## src/rtl/nou_resp_pkg.sv

```systemverilog
// Shared definitions for the NOU response encoder.
// Holds the source count and index map, the status code values, the default
// field widths and the packed response record used on the host channel.
package nou_resp_pkg;

    localparam int unsigned NSRC  = 4;
    localparam int unsigned SRC_W = 2;

    localparam int unsigned SID_W_DEF  = 8;
    localparam int unsigned STAT_W_DEF = 4;
    localparam int unsigned PLD_W_DEF  = 16;

    // Fixed source index map
    localparam logic [SRC_W-1:0] SRC_IRR  = 2'd0;
    localparam logic [SRC_W-1:0] SRC_BRR  = 2'd1;
    localparam logic [SRC_W-1:0] SRC_PWRR = 2'd2;
    localparam logic [SRC_W-1:0] SRC_SPR  = 2'd3;

    // Status codes carried in the stat field
    localparam logic [STAT_W_DEF-1:0] ST_OK       = 4'd0;
    localparam logic [STAT_W_DEF-1:0] ST_BAD_TYPE = 4'd1;
    localparam logic [STAT_W_DEF-1:0] ST_NO_BUF   = 4'd2;
    localparam logic [STAT_W_DEF-1:0] ST_WL_FULL  = 4'd3;
    localparam logic [STAT_W_DEF-1:0] ST_NOT_WL   = 4'd4;
    localparam logic [STAT_W_DEF-1:0] ST_BUSY     = 4'd5;

    typedef struct packed {
        logic [SRC_W-1:0]      src;
        logic [SID_W_DEF-1:0]  sid;
        logic [STAT_W_DEF-1:0] stat;
        logic [PLD_W_DEF-1:0]  pld;
    } rsp_t;

    // Round-robin successor of a source index
    function automatic logic [SRC_W-1:0] next_src(input logic [SRC_W-1:0] idx);
        int unsigned nxt;
        nxt = (int'(idx) + 1) % NSRC;
        return SRC_W'(nxt);
    endfunction

endpackage

```

## src/rtl/nou_resp_fifo.sv

```systemverilog
// Small synchronous circular-buffer FIFO, one per response source.
// Ports:
//   clk, rst      - clock, synchronous active-high reset
//   push, wdata   - write request and data (ignored while full)
//   pop           - read request (ignored while empty)
//   rdata         - head entry, valid while !empty
//   full, empty   - occupancy flags from the registered count
module nou_resp_fifo #(
    parameter int unsigned WIDTH = 8,
    parameter int unsigned DEPTH = 2
) (
    input  logic             clk,
    input  logic             rst,
    input  logic             push,
    input  logic [WIDTH-1:0] wdata,
    input  logic             pop,
    output logic [WIDTH-1:0] rdata,
    output logic             full,
    output logic             empty
);

    localparam int unsigned AW = $clog2(DEPTH);

    logic [WIDTH-1:0] mem_q [DEPTH];
    logic [AW-1:0]    wr_ptr_q, rd_ptr_q;
    logic [AW:0]      cnt_q, cnt_d;
    logic             do_push, do_pop;

    assign full  = (cnt_q == (AW+1)'(DEPTH));
    assign empty = (cnt_q == '0);

    // Full refuses a push even if the same cycle pops
    assign do_push = push && !full;
    assign do_pop  = pop && !empty;

    assign rdata = mem_q[rd_ptr_q];

    always_comb begin
        cnt_d = cnt_q;
        unique case ({do_push, do_pop})
            2'b10:   cnt_d = cnt_q + (AW+1)'(1);
            2'b01:   cnt_d = cnt_q - (AW+1)'(1);
            default: cnt_d = cnt_q;
        endcase
    end

    always_ff @(posedge clk) begin
        if (rst) begin
            wr_ptr_q <= '0;
            rd_ptr_q <= '0;
            cnt_q    <= '0;
        end else begin
            // DEPTH is a power of two, so pointers wrap naturally
            if (do_push) wr_ptr_q <= wr_ptr_q + AW'(1);
            if (do_pop)  rd_ptr_q <= rd_ptr_q + AW'(1);
            cnt_q <= cnt_d;
        end
    end

    always_ff @(posedge clk) begin
        if (do_push) mem_q[wr_ptr_q] <= wdata;
    end

endmodule

```

## src/rtl/nou_resp_enc.sv

```systemverilog
// NOU response encoder: per-source FIFOs drained round-robin into a single
// registered valid/ready host response channel.
// Ports:
//   clk, rst                       - clock, synchronous active-high reset
//   src_vld/src_rdy                - per-source handshake (rdy = FIFO not full)
//   src_sid/src_stat/src_pld       - per-source fields, source i at [i*W +: W]
//   rsp_vld/rsp_rdy                - host handshake
//   rsp_src/sid/stat/pld           - presented response
//   rsp_cnt                        - number of accepted responses (wraps)
module nou_resp_enc
    import nou_resp_pkg::*;
#(
    parameter int unsigned SID_W  = SID_W_DEF,
    parameter int unsigned STAT_W = STAT_W_DEF,
    parameter int unsigned PLD_W  = PLD_W_DEF,
    parameter int unsigned DEPTH  = 2,
    parameter int unsigned CNT_W  = 16
) (
    input  logic                   clk,
    input  logic                   rst,
    input  logic [NSRC-1:0]        src_vld,
    output logic [NSRC-1:0]        src_rdy,
    input  logic [NSRC*SID_W-1:0]  src_sid,
    input  logic [NSRC*STAT_W-1:0] src_stat,
    input  logic [NSRC*PLD_W-1:0]  src_pld,
    output logic                   rsp_vld,
    input  logic                   rsp_rdy,
    output logic [SRC_W-1:0]       rsp_src,
    output logic [SID_W-1:0]       rsp_sid,
    output logic [STAT_W-1:0]      rsp_stat,
    output logic [PLD_W-1:0]       rsp_pld,
    output logic [CNT_W-1:0]       rsp_cnt
);

    localparam int unsigned ENT_W = SID_W + STAT_W + PLD_W;

    logic [NSRC-1:0]  full, empty, push, pop;
    logic [ENT_W-1:0] head [NSRC];

    logic             ld;
    logic             gnt_vld;
    logic [SRC_W-1:0] gnt_idx;
    logic [SRC_W-1:0] rr_q;

    logic              vld_q;
    logic [SRC_W-1:0]  src_q;
    logic [SID_W-1:0]  sid_q;
    logic [STAT_W-1:0] stat_q;
    logic [PLD_W-1:0]  pld_q;
    logic [CNT_W-1:0]  cnt_q;

    for (genvar i = 0; i < NSRC; i++) begin : g_src
        // Ready is held low during reset so nothing is captured then
        assign src_rdy[i] = !full[i] && !rst;
        assign push[i]    = src_vld[i] && src_rdy[i];

        nou_resp_fifo #(
            .WIDTH (ENT_W),
            .DEPTH (DEPTH)
        ) u_fifo (
            .clk   (clk),
            .rst   (rst),
            .push  (push[i]),
            .wdata ({src_sid[i*SID_W +: SID_W],
                     src_stat[i*STAT_W +: STAT_W],
                     src_pld[i*PLD_W +: PLD_W]}),
            .pop   (pop[i]),
            .rdata (head[i]),
            .full  (full[i]),
            .empty (empty[i])
        );
    end

    assign ld = !vld_q || rsp_rdy;

    // First non-empty source at or above the RR pointer, modulo NSRC
    always_comb begin
        gnt_vld = 1'b0;
        gnt_idx = '0;
        for (int k = 0; k < NSRC; k++) begin
            int unsigned cand;
            cand = (int'(rr_q) + k) % NSRC;
            if (!gnt_vld && !empty[cand]) begin
                gnt_vld = 1'b1;
                gnt_idx = SRC_W'(cand);
            end
        end
    end

    always_comb begin
        pop = '0;
        if (ld && gnt_vld) pop[gnt_idx] = 1'b1;
    end

    always_ff @(posedge clk) begin
        if (rst) begin
            rr_q   <= '0;
            vld_q  <= 1'b0;
            src_q  <= '0;
            sid_q  <= '0;
            stat_q <= '0;
            pld_q  <= '0;
            cnt_q  <= '0;
        end else begin
            if (vld_q && rsp_rdy) cnt_q <= cnt_q + CNT_W'(1);
            if (ld) begin
                vld_q <= gnt_vld;
                if (gnt_vld) begin
                    src_q                   <= gnt_idx;
                    {sid_q, stat_q, pld_q}  <= head[gnt_idx];
                    rr_q                    <= next_src(gnt_idx);
                end
            end
        end
    end

    assign rsp_vld  = vld_q;
    assign rsp_src  = src_q;
    assign rsp_sid  = sid_q;
    assign rsp_stat = stat_q;
    assign rsp_pld  = pld_q;
    assign rsp_cnt  = cnt_q;

endmodule

```

## config.mk

```make
export PLATFORM = sky130hd
export DESIGN_NAME = nou_resp_enc
export DESIGN_NICKNAME = d
export VERILOG_FILES = /design/src/rtl/nou_resp_pkg.sv /design/src/rtl/nou_resp_fifo.sv /design/src/rtl/nou_resp_enc.sv
export SDC_FILE = /design/constraint.sdc
export NUM_CORES = 1
export LEC_CHECK = 0
export CAP_MARGIN = 10
export CORE_AREA = 2 2 159 161
export DETAILED_ROUTE_END_ITERATION = 10
export DIE_AREA = 0 0 161 163
export PLACE_DENSITY_LB_ADDON = 0.05
export SYNTH_ARGS = -nofsm -noshare
export SYNTH_HDL_FRONTEND = slang
export SYNTH_HIERARCHICAL = 1
export SYNTH_SLANG_ARGS = --single-unit
```

## constraint.sdc

```tcl
create_clock -name clk -period 4.96 [get_ports clk]
set_input_delay 0.496 -clock clk [delete_from_list [all_inputs] [get_ports clk]]
set_output_delay 0.496 -clock clk [all_outputs]
set_load 0.005 [all_outputs]
```

==> results.toml, run 1 <==
[sta]
period_share_pct = 62.7
whs_ns = 0.472
slew_viol_final = 0
worst_pin_slew_ns = 1.03
worst_clock_skew_ns = 0.0185
slew_headroom_pct = 31.0
hold_viol_final = 0
setup_viol = 0
timing.fmax_mhz = 321
rsz0062_at_grt = "no"
min_period_ns = 3.11
tns_ns = 0

[cts]
htree_levels = 1
path_clk_slew_ns = 0.06
cts_made_buffers = 30
cts_sinks = 293
cts_root_buffer = "clkbuf_16"
cts_setup_buffers = 0
clkLatencyLatePin_ns = 0.55
cts.hold.buffers_added = 0
cts_buffer_depth = 3
post_cts_resized = 0
cts_tree = "built"

[setup_path]
cp-end-kind = "flip-flop"
critPathRequiredTime_ns = 5.38
crit_family = "simple AND/OR/NAND/NOR gates"
cp_slowest_cell = "nand3_2"
startpoint_type = "flip-flop"
cp_max_fo = 29
crit_chain = "nor2_1, nand2b_1, or2_2, nand3_2, buf_4, mux2i_1, o211ai_2"
cp_num_buf_inv = 1
max_stage_delay_ns = 0.70
critPathArrivalTime_ns = 3.53
worst-setup-path-type = "flip-flop to flip-flop"

[yosys]
synthSimpleGateAreaFrac_pct = 6.93
yosys.cell_types.count = 41
synth_cells = 817
ys_seq_area_share_pct = 66.7
netlist_top_cells_area = "edfxtp_1 55%, dfxtp_1 11%, mux2_2 6.3%"
yosys_register_bits = 293
ys_warn_count = 6
synth_top_family_by_area = "multiplexers"
async_flop_share_pct = 0
synthXorXnorAreaFrac_pct = 1.80
synth.net_count = 941
synth_compound_area_share_pct = 8.38
syn_avg_cell_area_um2 = 14.9
synth.top_cell.area_share_pct = 55.3
synth_top_cells_by_count = "224 x edfxtp_1, 69 x dfxtp_1, 68 x mux2_2"
synth_enable_flop_cells = 224
yosysMostFrequentCell = "edfxtp_1"
synthMuxAreaShare_pct = 12.7
yosysTopAreaCell = "edfxtp_1"
synth_adder_area_share_pct = 0.514
ys.flop_type = "edfxtp_1"
syn_area_um2 = 12200

[floorplan]
rows = 58
pin_count = 170
initial_core_util_pct = 49.3
core_area_um2 = 24700
die_h_um = 163
dieArea_um2 = 26200
die_w_um = 161

[power]
sw_frac_of_total_pct = 30.2
internal_power_mw = 5.07
pwr-share-seq_pct = 41.6
power.switching_mw = 2.19
p_clk_share_pct = 30.9
power_mw = 7.27
p_comb_share_pct = 27.5
leakage_nw = 5.24
power_density_nw_per_um2 = 479
max-vdd-ir-drop_mv = 0.254

[detailed_routing]
drtIter0Drc = 554
firstDrtPassIters = 5
drt.antenna.violating_nets = 0
drt-total-wl_um = 28200
post_drt_wl_per_cell_um = 21.0
drc_errors = 0
viasPerCell = 5.47
num_vias = 7350

[final_layout]
multiInputGateArea_um2 = 3700
nets = 1114
drive_gt1_share_pct = 17.4
regArea_um2 = 8110
antenna_cells = 0
area_growth_pct = 24.7
fin_util_pct = 61.5
fill_cells = 1880

[global_route]
grt_pass1_wl_um = 43400
overflow = 0
grt_util_all_layers_pct = 21.5
grt_max_degree = 45
antenna_found_initial = 0
grt_pass1_vias = 7739

[run_status]
status = "finished clean"

[job]
maxCapViolations = 0

[place]
place_congestion = 0.797
post-dp-hpwl_um = 19300
io_buffers = 169

[worst_hold_path]
hp-class = "flip-flop to flip-flop"
[layer usage]
metal | vias up | track usage, % | part of all wire, %
li1 | 3456 | - | -
met1 | 3620 | 28.9 | 43
met2 | 233 | 36.6 | 49
met3 | 41 | 3.28 | 5.6
met4 | 0 | 6.01 | 2.4
met5 | - | 0 | 0
[kinds of logic after synthesis]
| logic type | Yosys count |
|---|---|
| DFF | 293 |
| AOI/OAI and AO/OA | 124 |
| xor gates and xnor gates | 25 |
| adders and majority gates | 5 |
| muxes | 140 |
| and+or+nand+nor | 162 |
| buffers and inverters | 68 |
[layout by cell type (no fill, tap or decap), types with 20 or more instances in the layout]
cell / count
o31ai_1: 28
nor2_1: 37
a211o_1: 29
clkbuf_16: 31
mux2_1: 44
mux2i_1: 28
nand2_1: 43
edfxtp_1: 224
dfxtp_1: 69
nand4_1: 32
o211ai_2: 24
mux2_2: 68
buf_4: 20
clkdlybuf4s50_1: 169
[sequential cells by signal, indices dropped and copies added, names as in the netlist, named ones only]
register	flops
g_src.u_fifo/cnt_q	8
rsp_cnt	16
rr_q	2
rsp_src	2
rsp_pld	16
g_src.u_fifo/wr_ptr_q	4
rsp_vld	1
rsp_sid	8
rsp_stat	4
g_src.u_fifo/rd_ptr_q	4
g_src.u_fifo/mem_q	224
[area by class of cell]
cell class,count,area share [%]
sequential,293,53.5
multi-input combinational,456,24.4
timing repair buffer,190,12.3
clock buffer,44,5.64
tap,330,2.72
clock inverter,12,0.957
inverter,19,0.470
[worst min-delay path: stages (launching register included)]
cell and delay (ns):
dfxtp_1 0.31, nand2_1 0.05, a21oi_1 0.06
[final timing paths]
path	startpoint	end	slack, ns	cells past startpoint
max	g_src[2].u_fifo/cnt_q[0]	rsp_sid[0]	1.85	7
min	rsp_src[1]	rsp_src[1]	0.47	2
max reg2reg	g_src[2].u_fifo/cnt_q[0]	rsp_sid[0]	1.85	7
min reg2reg	rsp_src[1]	rsp_src[1]	0.47	2
[power by group through the flow]
stage                     Combinational [mW]  Sequential (mW)  Clock (mW)
after floorplan                         1.43             3.02           0
after global placement                  1.93             3.07           0
after detailed placement                1.98             3.08           0
after CTS                               1.99             3.03        2.30
after global routing                    2.15             3.05        2.40
final                                   2.00             3.02        2.25
[through the flow]
| step | instances | worst slack, ns | instance area [µm²] |
|---|---|---|---|
| global route | 1344 | 1.59 | 15200 |
| floorplan | 817 | 2.48 | 12200 |
| CTS | 1343 | 1.84 | 15100 |
| global placement | 1287 | 1.98 | 14100 |
| detailed placement | 1287 | 1.85 | 14100 |
| finish | 1344 | 1.85 | 15200 |
No activity file was read; power rests on OpenSTA's default activity.
==> inputs of run 2 (changes only) <==
Clock period 4.96 ns to 3.11 ns, I/O delays scaled along.
==> run 2 against run 1 <==
Against the previous run:
- wire length increased by 1.3%
- via count increased by 1.2%
- sequential share of layout area fell by 0.63 points
- first-iteration DRC count shrank 8.1%
- sequential power up 58%
- critical path depth stayed put
- combinational power increased by 67%
- worst hold slack got worse by 0.13 ns
- total power rose by 65%
- clock skew decreased by 0.0055 ns
- global-route usage grew 0.26 points
- largest power group unchanged
==> results.toml, run 2 (synthesis gave the netlist of run 1 again) <==
[detailed_routing]
drtIter0Drc = 509
firstDrtPassIters = 6
drt-total-wl_um = 28500
viasPerCell = 5.50
post_drt_wl_per_cell_um = 21.1
drt.antenna.violating_nets = 0
drc_errors = 0
num_vias = 7438

[place]
io_buffers = 169
post-dp-hpwl_um = 19500
place_congestion = 0.763
pre_cts_slack_ns = 0.454

[global_route]
antenna_found_initial = 0
grt_use_met1_pct = 29.0
grt_util_all_layers_pct = 21.7
grt_max_degree = 30
grt_pass1_wl_um = 43900
grt_use_met2_pct = 36.2
grt.busiest_layer = "met2"
grt_util_met3_pct = 3.74
grt_pass1_vias = 8002
overflow = 0

[cts]
path_clk_slew_ns = 0.06
cts_root_buffer = "clkbuf_16"
cts_made_buffers = 31
htree_levels = 1
cts.hold.buffers_added = 0
cts_setup_buffers = 0
cts_tree = "built"
cts_buffer_depth = 3
cts_sinks = 293
post_cts_resized = 0
clkLatencyLatePin_ns = 0.54

[worst_hold_path]
hp-class = "input port to flip-flop"

[floorplan]
die_h_um = 163
dieArea_um2 = 26200
rows = 58
initial_core_util_pct = 49.3
die_w_um = 161
pin_count = 170
core_area_um2 = 24700

[sta]
rsz0062_at_grt = "no"
slew_headroom_pct = 44.1
worst_slack_ns = 0.414
whs_ns = 0.346
period_share_pct = 86.7
min_period_ns = 2.70
tns_ns = 0
setup_viol = 0
worst_clock_skew_ns = 0.0130
slew_viol_final = 0
hold_viol_final = 0
worst_pin_slew_ns = 0.837
timing.fmax_mhz = 371

[final_layout]
final_cell_mix = "224 x edfxtp_1, 169 x clkdlybuf4s50_1, 69 x dfxtp_1"
drive_gt1_share_pct = 18.5
regMostFlops = "g_src.u_fifo/mem_q"
largest_reg_flops = 224
fin_util_pct = 62.2
antenna_cells = 0
fill_cells = 1917
layout_commonest_cell = "edfxtp_1"
area_growth_pct = 26.2
multiInputGateArea_um2 = 3700
nets = 1122
regArea_um2 = 8110

[power]
max-vdd-ir-drop_mv = 0.434
power_mw = 12.0
leakage_nw = 5.34
power_density_nw_per_um2 = 781

[setup_path]
cp-end-kind = "flip-flop"
critPathArrivalTime_ns = 3.11
cp_max_fo = 20
worst-setup-path-type = "flip-flop to flip-flop"
startpoint_type = "flip-flop"
critPathRequiredTime_ns = 3.52

[run_status]
status = "finished clean"

[job]
maxCapViolations = 0
## run 2: per-layer routing
metal  vias to the layer above  part of all wire (%)
met2                       217                    48
met1                      3698                    43
li1                       3471                     -
met4                         0                   3.0
met5                         -                     0
met3                        52                   5.5
## run 2: metrics by stage
step	cells	instance area, µm²
after floorplan	817	12200
after global placement	1295	14200
after detailed placement	1295	14200
after CTS	1352	15300
after global routing	1352	15300
final	1352	15300
## run 2: final timing paths
check / from / to / slack, ns / depth (start not counted)
worst max-delay path: g_src[0].u_fifo/cnt_q[1] / rsp_pld[6] / 0.41 / 7
worst min-delay path: src_pld[40] / g_src[2].u_fifo/mem_q[1][8] / 0.35 / 1
worst max register to register: g_src[0].u_fifo/cnt_q[1] / rsp_pld[6] / 0.41 / 7
worst min register to register: rsp_src[1] / rsp_src[1] / 0.47 / 2
## run 2: area by class of cell
type / instances / share of cell area, %
clock buffers: 40 / 5.60
well taps: 330 / 2.69
multi-input cells: 456 / 24.1
flip-flops and latches: 293 / 52.8
clock inverters: 17 / 1.55
repair buffers: 197 / 12.7
inverters: 19 / 0.465
## run 2: worst max-delay path, cell delays in order, from the launching register on
cell and delay (ns):
dfxtp_1 0.35, nor2_1 0.30, nor2b_1 0.34, a211o_1 0.19, nand3_2 0.64, buf_4 0.43
mux2i_1 0.21, o211ai_2 0.10
## run 2: where the power goes
part           leakage, nW  total [mW]  internal (mW)  switching [mW]
Sequential            2.62        4.78           4.59           0.182
Clock                0.538        3.87           2.43            1.44
Combinational         2.18        3.33           1.40            1.93
Total                 5.34        12.0           8.42            3.55
==> inputs of run 3 (changes only) <==
==> constraint.sdc (replaced) <==
create_clock -name clk -period 3.11 [get_ports clk]
set_input_delay 0.311 -clock clk [delete_from_list [all_inputs] [get_ports clk]]
set_output_delay 0.311 -clock clk [all_outputs]
set_load 0.02 [all_outputs]
==> run 3 against run 2 <==
Against the previous run:
- first-iteration DRC count up 2.8%
- clock-buffer cell count grew 10
- sequential share of layout area grew 0.64 points
- highest routed layer unchanged
==> results.toml, run 3 (synthesis gave the netlist of run 1 again) <==
[sta]
tns_ns = 0
rsz0062_at_grt = "no"
min_period_ns = 2.69
timing.fmax_mhz = 371
worst_clock_skew_ns = 0.00783
worst_slack_ns = 0.418
period_share_pct = 86.6
hold_viol_final = 0
slew_headroom_pct = 45.7
slew_viol_final = 0
setup_viol = 0
worst_pin_slew_ns = 0.814

[worst_hold_path]
hp-class = "input port to flip-flop"
hold_depth = 1

[final_layout]
fill_cells = 1884
fin_cells = 1349
area_growth_pct = 24.7
regMostFlops = "g_src.u_fifo/mem_q"
layout_commonest_cell = "edfxtp_1"
antenna_cells = 0
fin_util_pct = 61.4
largest_reg_flops = 224
nets = 1119
final_cell_mix = "224 x edfxtp_1, 169 x clkdlybuf4s50_1, 69 x dfxtp_1"
drive_gt1_share_pct = 17.3

[setup_path]
critPathArrivalTime_ns = 3.15
crit_path_frequent_cell = "nor2_1"
cp-end-kind = "flip-flop"
max_stage_delay_ns = 0.38
critPathLaunch = "g_src[0].u_fifo/cnt_q[0]"
timing.rr.start = "g_src[0].u_fifo/cnt_q[0]"
r2r_setup_slack_ns = 0.42
crit_chain = "nor2_1, nor2b_1, a211oi_4, nor3_4, nand2_1, nor2_1, o21a_1, ha_1, or3_1, a21oi_1"
worst-setup-path-type = "flip-flop to flip-flop"
cp_slowest_cell = "or3_1"
cp_max_fo = 5
regToRegEndpoint = "g_src[1].u_fifo/cnt_q[1]"
startpoint_type = "flip-flop"
cp-endpoint = "g_src[1].u_fifo/cnt_q[1]"
critPathRequiredTime_ns = 3.57
r2r_cells = 10

[power]
power_mw = 11.5
power_density_nw_per_um2 = 760
leakage_nw = 5.24
max-vdd-ir-drop_mv = 0.410

[detailed_routing]
drtIter0Drc = 523
num_vias = 7403
drt.antenna.violating_nets = 0
firstDrtPassIters = 5
post_drt_wl_per_cell_um = 20.9
viasPerCell = 5.49
drt-total-wl_um = 28200
drc_errors = 0

[cts]
cts_buffer_depth = 3
post_cts_resized = 0
cts_tree = "built"
path_clk_slew_ns = 0.06
cts_setup_buffers = 0
cts.hold.buffers_added = 0
clkLatencyLatePin_ns = 0.54
cts_root_buffer = "clkbuf_16"
cts_made_buffers = 30
htree_levels = 1
cts_sinks = 293

[global_route]
overflow = 0
grt_pass1_wl_um = 43000
grt_pass1_vias = 7834
grt_util_all_layers_pct = 21.3
antenna_found_initial = 0
grt_max_degree = 46

[floorplan]
die_h_um = 163
pin_count = 170
die_w_um = 161
dieArea_um2 = 26200
initial_core_util_pct = 49.3
core_area_um2 = 24700
rows = 58

[place]
place_congestion = 0.777
pre_cts_slack_ns = 0.447
io_buffers = 169
dp_cells = 1293
post-dp-hpwl_um = 19200

[run_status]
status = "finished clean"

[job]
maxCapViolations = 0
-- run 3: how the worst min path moves through the flow --
stage                start                           end  slack (ns)
6_report       src_sid[25]  g_src[3].u_fifo/mem_q[0][21]        0.35
5_1_grt        src_pld[62]  g_src[3].u_fifo/mem_q[0][14]        0.33
4_1_cts        src_pld[44]  g_src[2].u_fifo/mem_q[1][12]        0.33
3_5_place_dp    rsp_src[0]                    rsp_src[0]        0.46
3_3_place_gp    rsp_src[1]                    rsp_src[1]        0.46
2_1_floorplan          rst      g_src[0].u_fifo/cnt_q[1]        0.38
-- run 3: cell type report --
class                           instances  area (µm²)  area share, %
Clock buffer                           50         887           5.85
Clock inverter                          6        28.8          0.190
Inverter                               19        71.3          0.470
Multi-Input combinational cell        456        3700           24.4
Sequential cell                       293        8110           53.5
Tap cell                              330         413           2.72
Timing Repair Buffer                  195        1950           12.9
-- run 3: power breakdown --
group	total (mW)	internal (mW)	switching (mW)
combinational	3.44	1.40	2.04
sequential	4.78	4.59	0.186
clock	3.31	1.93	1.38
total	11.5	7.92	3.61
-- run 3: worst max-delay path: cells and delay by family (launching register included) --
family                   cells  cell delay [ns]
AO/OA/AOI/OAI                3             0.43
AND/OR/NAND/NOR              6             1.55
flip-flops                   1             0.35
adder cells (fa/ha/maj)      1             0.27
-- run 3: layer usage --
layer	vias up	routed length, µm	share of wire [%]	GRT usage [%]
met5	-	0	0	0
met4	0	473	1.7	4.99
met3	36	1760	6.3	3.64
met2	253	13700	49	35.7
met1	3650	12200	43	29.4
li1	3464	-	-	-
-- run 3: metrics by stage --
stage,cell area [µm²],hold slack (ns)
final,15200,0.348
after global routing,15200,0.334
after CTS,15200,0.326
after detailed placement,14200,0.460
after global placement,14200,0.462
after floorplan,12200,0.380
